File: config.mk
export PLATFORM = sky130hd
export DESIGN_NAME = min_max_scanner_flat
export DESIGN_NICKNAME = d
export VERILOG_FILES = /design/src/rtl/min_max_scanner_if.sv /design/src/rtl/min_max_scanner.sv /design/src/flat_wrapper.sv
export SDC_FILE = /design/constraint.sdc
export NUM_CORES = 1
export LEC_CHECK = 0
export BUFFER_PORTS_ARGS = -buffer_cell sky130_fd_sc_hd__buf_2
export CAP_MARGIN = 20
export CORE_MARGIN = 4
export CORE_UTILIZATION = 45
export CTS_BUF_LIST = sky130_fd_sc_hd__clkbuf_16
export DETAILED_ROUTE_END_ITERATION = 7
export PLACE_DENSITY = 0.75
export SETUP_SLACK_MARGIN = 0.1
export SLEW_MARGIN = 10
export SYNTH_ARGS = -nofsm -noshare
export SYNTH_HDL_FRONTEND = slang
export SYNTH_SLANG_ARGS = --single-unit
File: constraint.sdc
create_clock -name clk -period 10.2 [get_ports clk]
set_clock_uncertainty 0.2 [all_clocks]
set_input_delay 2.04 -clock clk [delete_from_list [all_inputs] [get_ports clk]]
set_output_delay 2.04 -clock clk [all_outputs]
set_load 0.02 [all_outputs]
File: src/rtl/min_max_scanner_if.sv
// min_max_scanner_if
//   Bundles the load/data inputs and result outputs of min_max_scanner.
//   Parameters N (channels), W (value width), IW (index width) must match
//   the scanner instance that uses this interface.
//   Signals:
//     load         N     raw per-channel load strobes (level, async to clk)
//     holder       W     shared data bus written on a load event
//     mode         1     0 = find minimum, 1 = find maximum
//     values       N*W   stored values, channel k at [k*W +: W]
//     result       W     winning value of the last completed scan
//     result_index IW    channel index of result
//     result_char  8     ASCII hex of result[3:0]
//     valid        1     result outputs match current values and mode
//     busy         1     scan in progress
//   modport master: the side driving loads (bench / button logic)
//   modport slave : the scanner itself
interface min_max_scanner_if #(
   parameter int N  = 4,
   parameter int W  = 4,
   parameter int IW = $clog2(N)
);
   logic [N-1:0]   load;
   logic [W-1:0]   holder;
   logic           mode;
   logic [N*W-1:0] values;
   logic [W-1:0]   result;
   logic [IW-1:0]  result_index;
   logic [7:0]     result_char;
   logic           valid;
   logic           busy;

   modport master (
      output load, holder, mode,
      input  values, result, result_index, result_char, valid, busy
   );

   modport slave (
      input  load, holder, mode,
      output values, result, result_index, result_char, valid, busy
   );
endinterface

File: src/rtl/min_max_scanner.sv
// min_max_scanner
//   Holds N W-bit values loaded from a shared bus by per-channel strobes and
//   runs a one-channel-per-cycle scan to find the minimum (mode 0) or the
//   maximum (mode 1) value and its index. Any load or change of mode restarts
//   the scan; valid marks a result that matches the current contents.
//   Ports:
//     clk    system clock
//     reset  asynchronous active-high reset
//     bus    min_max_scanner_if.slave (load, holder, mode in; values,
//            result, result_index, result_char, valid, busy out)
module min_max_scanner #(
   parameter int N  = 4,
   parameter int W  = 4,
   parameter int IW = $clog2(N)
) (
   input logic               clk,
   input logic               reset,
   min_max_scanner_if.slave  bus
);

   typedef enum logic [1:0] {IDLE, SCAN, DONE} state_t;

   state_t         state;
   state_t         state_next;

   logic [N-1:0]   load_s1;
   logic [N-1:0]   load_s2;
   logic [N-1:0]   load_s3;
   logic [N-1:0]   load_pulse;
   logic           mode_r;
   logic           mode_prev;
   logic           trigger;

   logic [N*W-1:0] values_q;
   logic [W-1:0]   value_arr [N];

   logic [IW-1:0]  scan_idx;
   logic [IW-1:0]  scan_idx_next;
   logic [W-1:0]   candidate;
   logic [W-1:0]   cand_next;
   logic [IW-1:0]  cand_idx;
   logic [IW-1:0]  cand_idx_next;
   logic [W-1:0]   scan_val;
   logic           take;

   logic [W-1:0]   result_q;
   logic [IW-1:0]  result_idx_q;
   logic [7:0]     result_char_q;
   logic           valid_q;
   logic           valid_next;
   logic           result_load;
   logic [3:0]     cand_nibble;

   function automatic logic [7:0] hex_ascii(input logic [3:0] n);
      if (n < 4'd10) begin
         return 8'h30 + {4'h0, n};
      end
      return 8'h37 + {4'h0, n};
   endfunction

   // Narrow values are zero-extended so the ASCII digit is still defined.
   if (W >= 4) begin : g_nib_wide
      assign cand_nibble = cand_next[3:0];
   end else begin : g_nib_narrow
      assign cand_nibble = {{(4 - W){1'b0}}, cand_next};
   end

   // The mode is registered once and compared with its previous registered
   // value, so a change retriggers exactly one scan.
   always_ff @(posedge clk or posedge reset) begin
      if (reset) begin
         load_s1   <= '0;
         load_s2   <= '0;
         load_s3   <= '0;
         mode_r    <= 1'b0;
         mode_prev <= 1'b0;
      end else begin
         load_s1   <= bus.load;
         load_s2   <= load_s1;
         load_s3   <= load_s2;
         mode_r    <= bus.mode;
         mode_prev <= mode_r;
      end
   end

   assign load_pulse = load_s2 & ~load_s3;
   assign trigger    = (|load_pulse) | (mode_r ^ mode_prev);

   // Storage is written independently of the scan state; several
   // simultaneous pulses all take the same holder value.
   always_ff @(posedge clk or posedge reset) begin
      if (reset) begin
         values_q <= '0;
      end else begin
         for (int k = 0; k < N; k++) begin
            if (load_pulse[k]) begin
               values_q[k*W +: W] <= bus.holder;
            end
         end
      end
   end

   always_comb begin
      for (int k = 0; k < N; k++) begin
         value_arr[k] = values_q[k*W +: W];
      end
   end

   assign scan_val = value_arr[scan_idx];
   // Strict compare keeps the lower index on ties.
   assign take     = mode_r ? (scan_val > candidate) : (scan_val < candidate);

   always_ff @(posedge clk or posedge reset) begin
      if (reset) begin
         state <= IDLE;
      end else begin
         state <= state_next;
      end
   end

   // A trigger in any state restarts the scan at channel 0; DONE only
   // publishes the candidate when no trigger arrives in that same cycle.
   always_comb begin
      state_next    = state;
      scan_idx_next = scan_idx;
      cand_next     = candidate;
      cand_idx_next = cand_idx;
      valid_next    = valid_q;
      result_load   = 1'b0;
      case (state)
         IDLE: begin
            if (trigger) begin
               state_next    = SCAN;
               scan_idx_next = '0;
               valid_next    = 1'b0;
            end
         end
         SCAN: begin
            if (trigger) begin
               scan_idx_next = '0;
               valid_next    = 1'b0;
            end else begin
               if (scan_idx == '0 || take) begin
                  cand_next     = scan_val;
                  cand_idx_next = scan_idx;
               end
               if (scan_idx == IW'(N - 1)) begin
                  state_next = DONE;
               end else begin
                  scan_idx_next = scan_idx + 1'b1;
               end
            end
         end
         DONE: begin
            if (trigger) begin
               state_next    = SCAN;
               scan_idx_next = '0;
               valid_next    = 1'b0;
            end else begin
               state_next  = IDLE;
               valid_next  = 1'b1;
               result_load = 1'b1;
            end
         end
         default: begin
            state_next = IDLE;
         end
      endcase
   end

   always_ff @(posedge clk or posedge reset) begin
      if (reset) begin
         scan_idx      <= '0;
         candidate     <= '0;
         cand_idx      <= '0;
         valid_q       <= 1'b0;
         result_q      <= '0;
         result_idx_q  <= '0;
         result_char_q <= 8'h30;
      end else begin
         scan_idx  <= scan_idx_next;
         candidate <= cand_next;
         cand_idx  <= cand_idx_next;
         valid_q   <= valid_next;
         if (result_load) begin
            result_q      <= cand_next;
            result_idx_q  <= cand_idx_next;
            result_char_q <= hex_ascii(cand_nibble);
         end
      end
   end

   assign bus.values       = values_q;
   assign bus.result       = result_q;
   assign bus.result_index = result_idx_q;
   assign bus.result_char  = result_char_q;
   assign bus.valid        = valid_q;
   assign bus.busy         = (state != IDLE);

endmodule

File: src/flat_wrapper.sv
// flat-port wrapper written by rule: the top's interface ports become plain ports
module min_max_scanner_flat 
#(
   parameter int N  = 4,
   parameter int W  = 4,
   parameter int IW = $clog2(N)
)
  (clk, reset, bus_load, bus_holder, bus_mode, bus_values, bus_result, bus_result_index, bus_result_char, bus_valid, bus_busy);
  min_max_scanner_if #(.N(N), .W(W), .IW(IW)) bus_i ();
  input logic clk;
  input logic reset;
  input wire logic [$bits(bus_i.load)-1:0] bus_load;
  input wire logic [$bits(bus_i.holder)-1:0] bus_holder;
  input wire logic [$bits(bus_i.mode)-1:0] bus_mode;
  output wire logic [$bits(bus_i.values)-1:0] bus_values;
  output wire logic [$bits(bus_i.result)-1:0] bus_result;
  output wire logic [$bits(bus_i.result_index)-1:0] bus_result_index;
  output wire logic [$bits(bus_i.result_char)-1:0] bus_result_char;
  output wire logic [$bits(bus_i.valid)-1:0] bus_valid;
  output wire logic [$bits(bus_i.busy)-1:0] bus_busy;
  assign bus_i.load = bus_load;
  assign bus_i.holder = bus_holder;
  assign bus_i.mode = bus_mode;
  assign bus_values = bus_i.values;
  assign bus_result = bus_i.result;
  assign bus_result_index = bus_i.result_index;
  assign bus_result_char = bus_i.result_char;
  assign bus_valid = bus_i.valid;
  assign bus_busy = bus_i.busy;
  min_max_scanner #(.N(N), .W(W), .IW(IW)) u_core (.clk(clk), .reset(reset), .bus(bus_i));
endmodule
==> flow_summary.json <==
{
  "status": "complete, no violations",
  "yosys_warnings": 0,
  "dieArea_um2": 6553,
  "layout.nets": 241,
  "cpPeakStageDelay_ns": 0.63,
  "gp_routability_congestion": 0.8200,
  "io_pins": 43,
  "crit_arrival_ns": 3.87,
  "synth_ff_type": "dfrtp_1",
  "finalSetupViolCount": 0,
  "leakagePower_nw": 1.360,
  "htreeDepth": 2,
  "ir_drop_mv": 0.1059,
  "fmax_mhz": 257.0,
  "yosysMostFrequentCell": "dfrtp_1",
  "syn_to_final_growth_pct": 17.66,
  "period_share_pct": 38.15,
  "finalCriticalPeriod_ns": 3.892,
  "drt-vias-per-instance": 5.150,
  "max_cap_viol_count": 0,
  "synth_common_cells": "52 x dfrtp_1, 23 x mux2_2, 12 x inv_1",
  "root_buffer": "clkbuf_16",
  "cts_tree": "done",
  "required_ns": 10.18,
  "cts_buffers": 5,
  "coreArea_um2": 5140,
  "crit_path_end_kind": "flop",
  "crit_family": "multiplexers",
  "final_hold_viol_count": 0,
  "hpwl_mm": 3.133,
  "die_height_um": 80.95,
  "totalWireLength_mm": 4.311,
  "synth_top_area_share_pct": 54.34,
  "synth_area_leader_cell": "dfrtp_1",
  "syn-cell-area_um2": 2395,
  "drt_iter0_markers": 47,
  "ys_seq_area_share_pct": 56.53,
  "cts_setup_buffers": 0,
  "rows": 26,
  "worst_slew_pin_slew_ns": 0.7296,
  "fin_area_um2": 2818,
  "drive_above_1_share_pct": 39.73,
  "power_density_nw_per_um2": 197.2,
  "cts_resized": 0,
  "dieWidth_um": 80.95,
  "drtAntennaViolNets": 0,
  "dr.pass1.iters": 4,
  "cp_slowest_cell": "mux4_2",
  "clk_latency_ns": 0.29,
  "crit_path_max_fanout": 12,
  "diodes": 0,
  "placed_area_um2": 2649,
  "start_kind": "flop",
  "finalPower_mw": 0.5557,
  "grt.total_usage_pct": 14.85,
  "synth-edff-count": 0,
  "slew-limit-headroom_pct": 51.26,
  "async_flop_share_pct": 100.0,
  "holdBufCountCts": 0,
  "rsz0062_at_grt": "no",
  "start_util_pct": 46.59,
  "yosys-top-cells-area": "dfrtp_1 54%, mux2_2 11%, mux4_2 3.8%, ha_1 3.7%, dfstp_2 2.2%",
  "grt_overflow": 0,
  "clkTransAtPathRegs_ns": 0.07,
  "yosys_register_bits": 54,
  "worstPathCellList": "mux4_2, ha_1, nor2b_1, o211ai_1, a221o_1, nand3_2, mux2i_1, ha_1, nand2_1, a21oi_1, mux2i_1, mux2_2",
  "first_global_vias": 1523,
  "crit_type": "flop to flop",
  "slew_violations": 0,
  "grt_max_degree": 55,
  "wire_per_inst_um": 14.66,
  "critical_path_buf_inv_count": 0,
  "synth_fp_nets": 199,
  "clock-sinks": 54,
  "syn_inst": 181,
  "avgSynthCellArea_um2": 13.23,
  "synth_cell_types": 44,
  "num_vias": 1514,
  "io_buffer_count": 41,
  "drc": 0,
  "antenna_found_initial": 0,
  "cts_buffer_depth": 2,
  "tns_ns": 0,
  "grt_pass1_wl_mm": 7.203,
  "hp-class": "flop to flop"
}
[area by class of cell]
class | count | area, µm²
clock inverter | 3 | 23.77
timing repair buffer | 42 | 225.2
fill | 455 | 2322
inverter | 12 | 45.04
clock buffer | 5 | 125.1
sequential | 54 | 1354
tap | 70 | 87.58
multi-input combinational | 108 | 957.2
[worst register-to-register path, cell delays in order, from the launching register on]
cell	delay [ns]
dfrtp_1	0.56
mux4_2	0.64
ha_1	0.32
nor2b_1	0.13
o211ai_1	0.20
a221o_1	0.25
nand3_2	0.30
mux2i_1	0.37
ha_1	0.25
nand2_1	0.08
a21oi_1	0.15
mux2i_1	0.08
mux2_2	0.26
[where the power goes]
part / switching, mW / internal [mW] / total, mW
sequential: 0.0209 / 0.235 / 0.256
combinational: 0.0726 / 0.0601 / 0.133
clock: 0.0751 / 0.0917 / 0.167
[per-stage QoR]
step	hold slack [ns]	setup WS, ns	util (%)	std cells
3_5_place_dp	0.1387	6.304	51.53	285
6_report	0.1516	6.308	54.82	294
2_1_floorplan	0.1312	6.649	-	181
3_3_place_gp	0.1343	6.449	51.53	285
5_1_grt	0.1594	5.920	54.82	294
4_1_cts	0.1543	6.280	54.43	293
[kinds of logic (layout without fill, tap and decap cells)]
kind of cell / after synthesis / count (layout) / synth area share (%)
DFF: 54 / 54 / 56.53
and+or+nand+nor: 37 / 37 / 10.24
muxes: 34 / 34 / 18.13
AOI/OAI and AO/OA: 27 / 27 / 7.054
buffers and inverters: 19 / 62 / 3.500
adders and majority gates: 7 / 7 / 3.657
xor gates and xnor gates: 2 / 2 / 0.7316
other: 1 / 1 / 0.1566
[worst paths after layout]
path	from	to	slack (ns)	depth (start not counted)
worst max-delay path	u_core.scan_idx[0]$_DFFE_PP0P_	u_core.bus.result_char[2]$_DFFE_PP0P_	6.31	12
worst min-delay path	u_core.load_s1[2]$_DFF_PP0_	u_core.load_s2[2]$_DFF_PP0_	0.15	0
worst max register to register	u_core.scan_idx[0]$_DFFE_PP0P_	u_core.bus.result_char[2]$_DFFE_PP0P_	6.31	12
worst min register to register	u_core.load_s1[2]$_DFF_PP0_	u_core.load_s2[2]$_DFF_PP0_	0.15	0
max in group asynchronous	reset	u_core.scan_idx[0]$_DFFE_PP0P_	7.71	3
min in group asynchronous	reset	u_core.bus.result_char[2]$_DFFE_PP0P_	1.57	2
[metal layers]
metal	vias up	GRT usage, %	share of wire [%]
li1	730	-	-
met1	740	17.79	44
met2	38	24.47	48
met3	6	4.213	5.7
met4	0	7.432	1.9
met5	-	0	0
[flip-flops by register name, indices dropped and copies added, names as in the netlist]
signal                   flops
u_core.bus.valid             1
u_core.bus.result_char       7
u_core.mode_r                1
u_core.scan_idx              2
u_core.bus.result            4
u_core.bus.values           16
u_core.state                 2
u_core.load_s2               4
u_core.bus.result_index      2
u_core.mode_prev             1
u_core.cand_idx              2
u_core.candidate             4
u_core.load_s3               4
u_core.load_s1               4
[layout by cell type, fill, tap and decap left out, drive strengths merged, types with 2 or more instances in the layout]
master,synthesis,final
nor3b,3,3
nand2,10,10
ha,7,7
dfstp,2,2
inv,12,13
clkbuf,4,5
o21ai,8,8
clkinvlp,0,2
mux4,4,4
buf,3,42
a21oi,8,8
mux2i,4,4
dfrtp,52,52
nand2b,6,6
nand3,3,3
mux2,26,26
a22o,2,2
nand4,3,3
o31ai,2,2
nor2b,2,2
No activity file was read; power rests on OpenSTA's default activity.
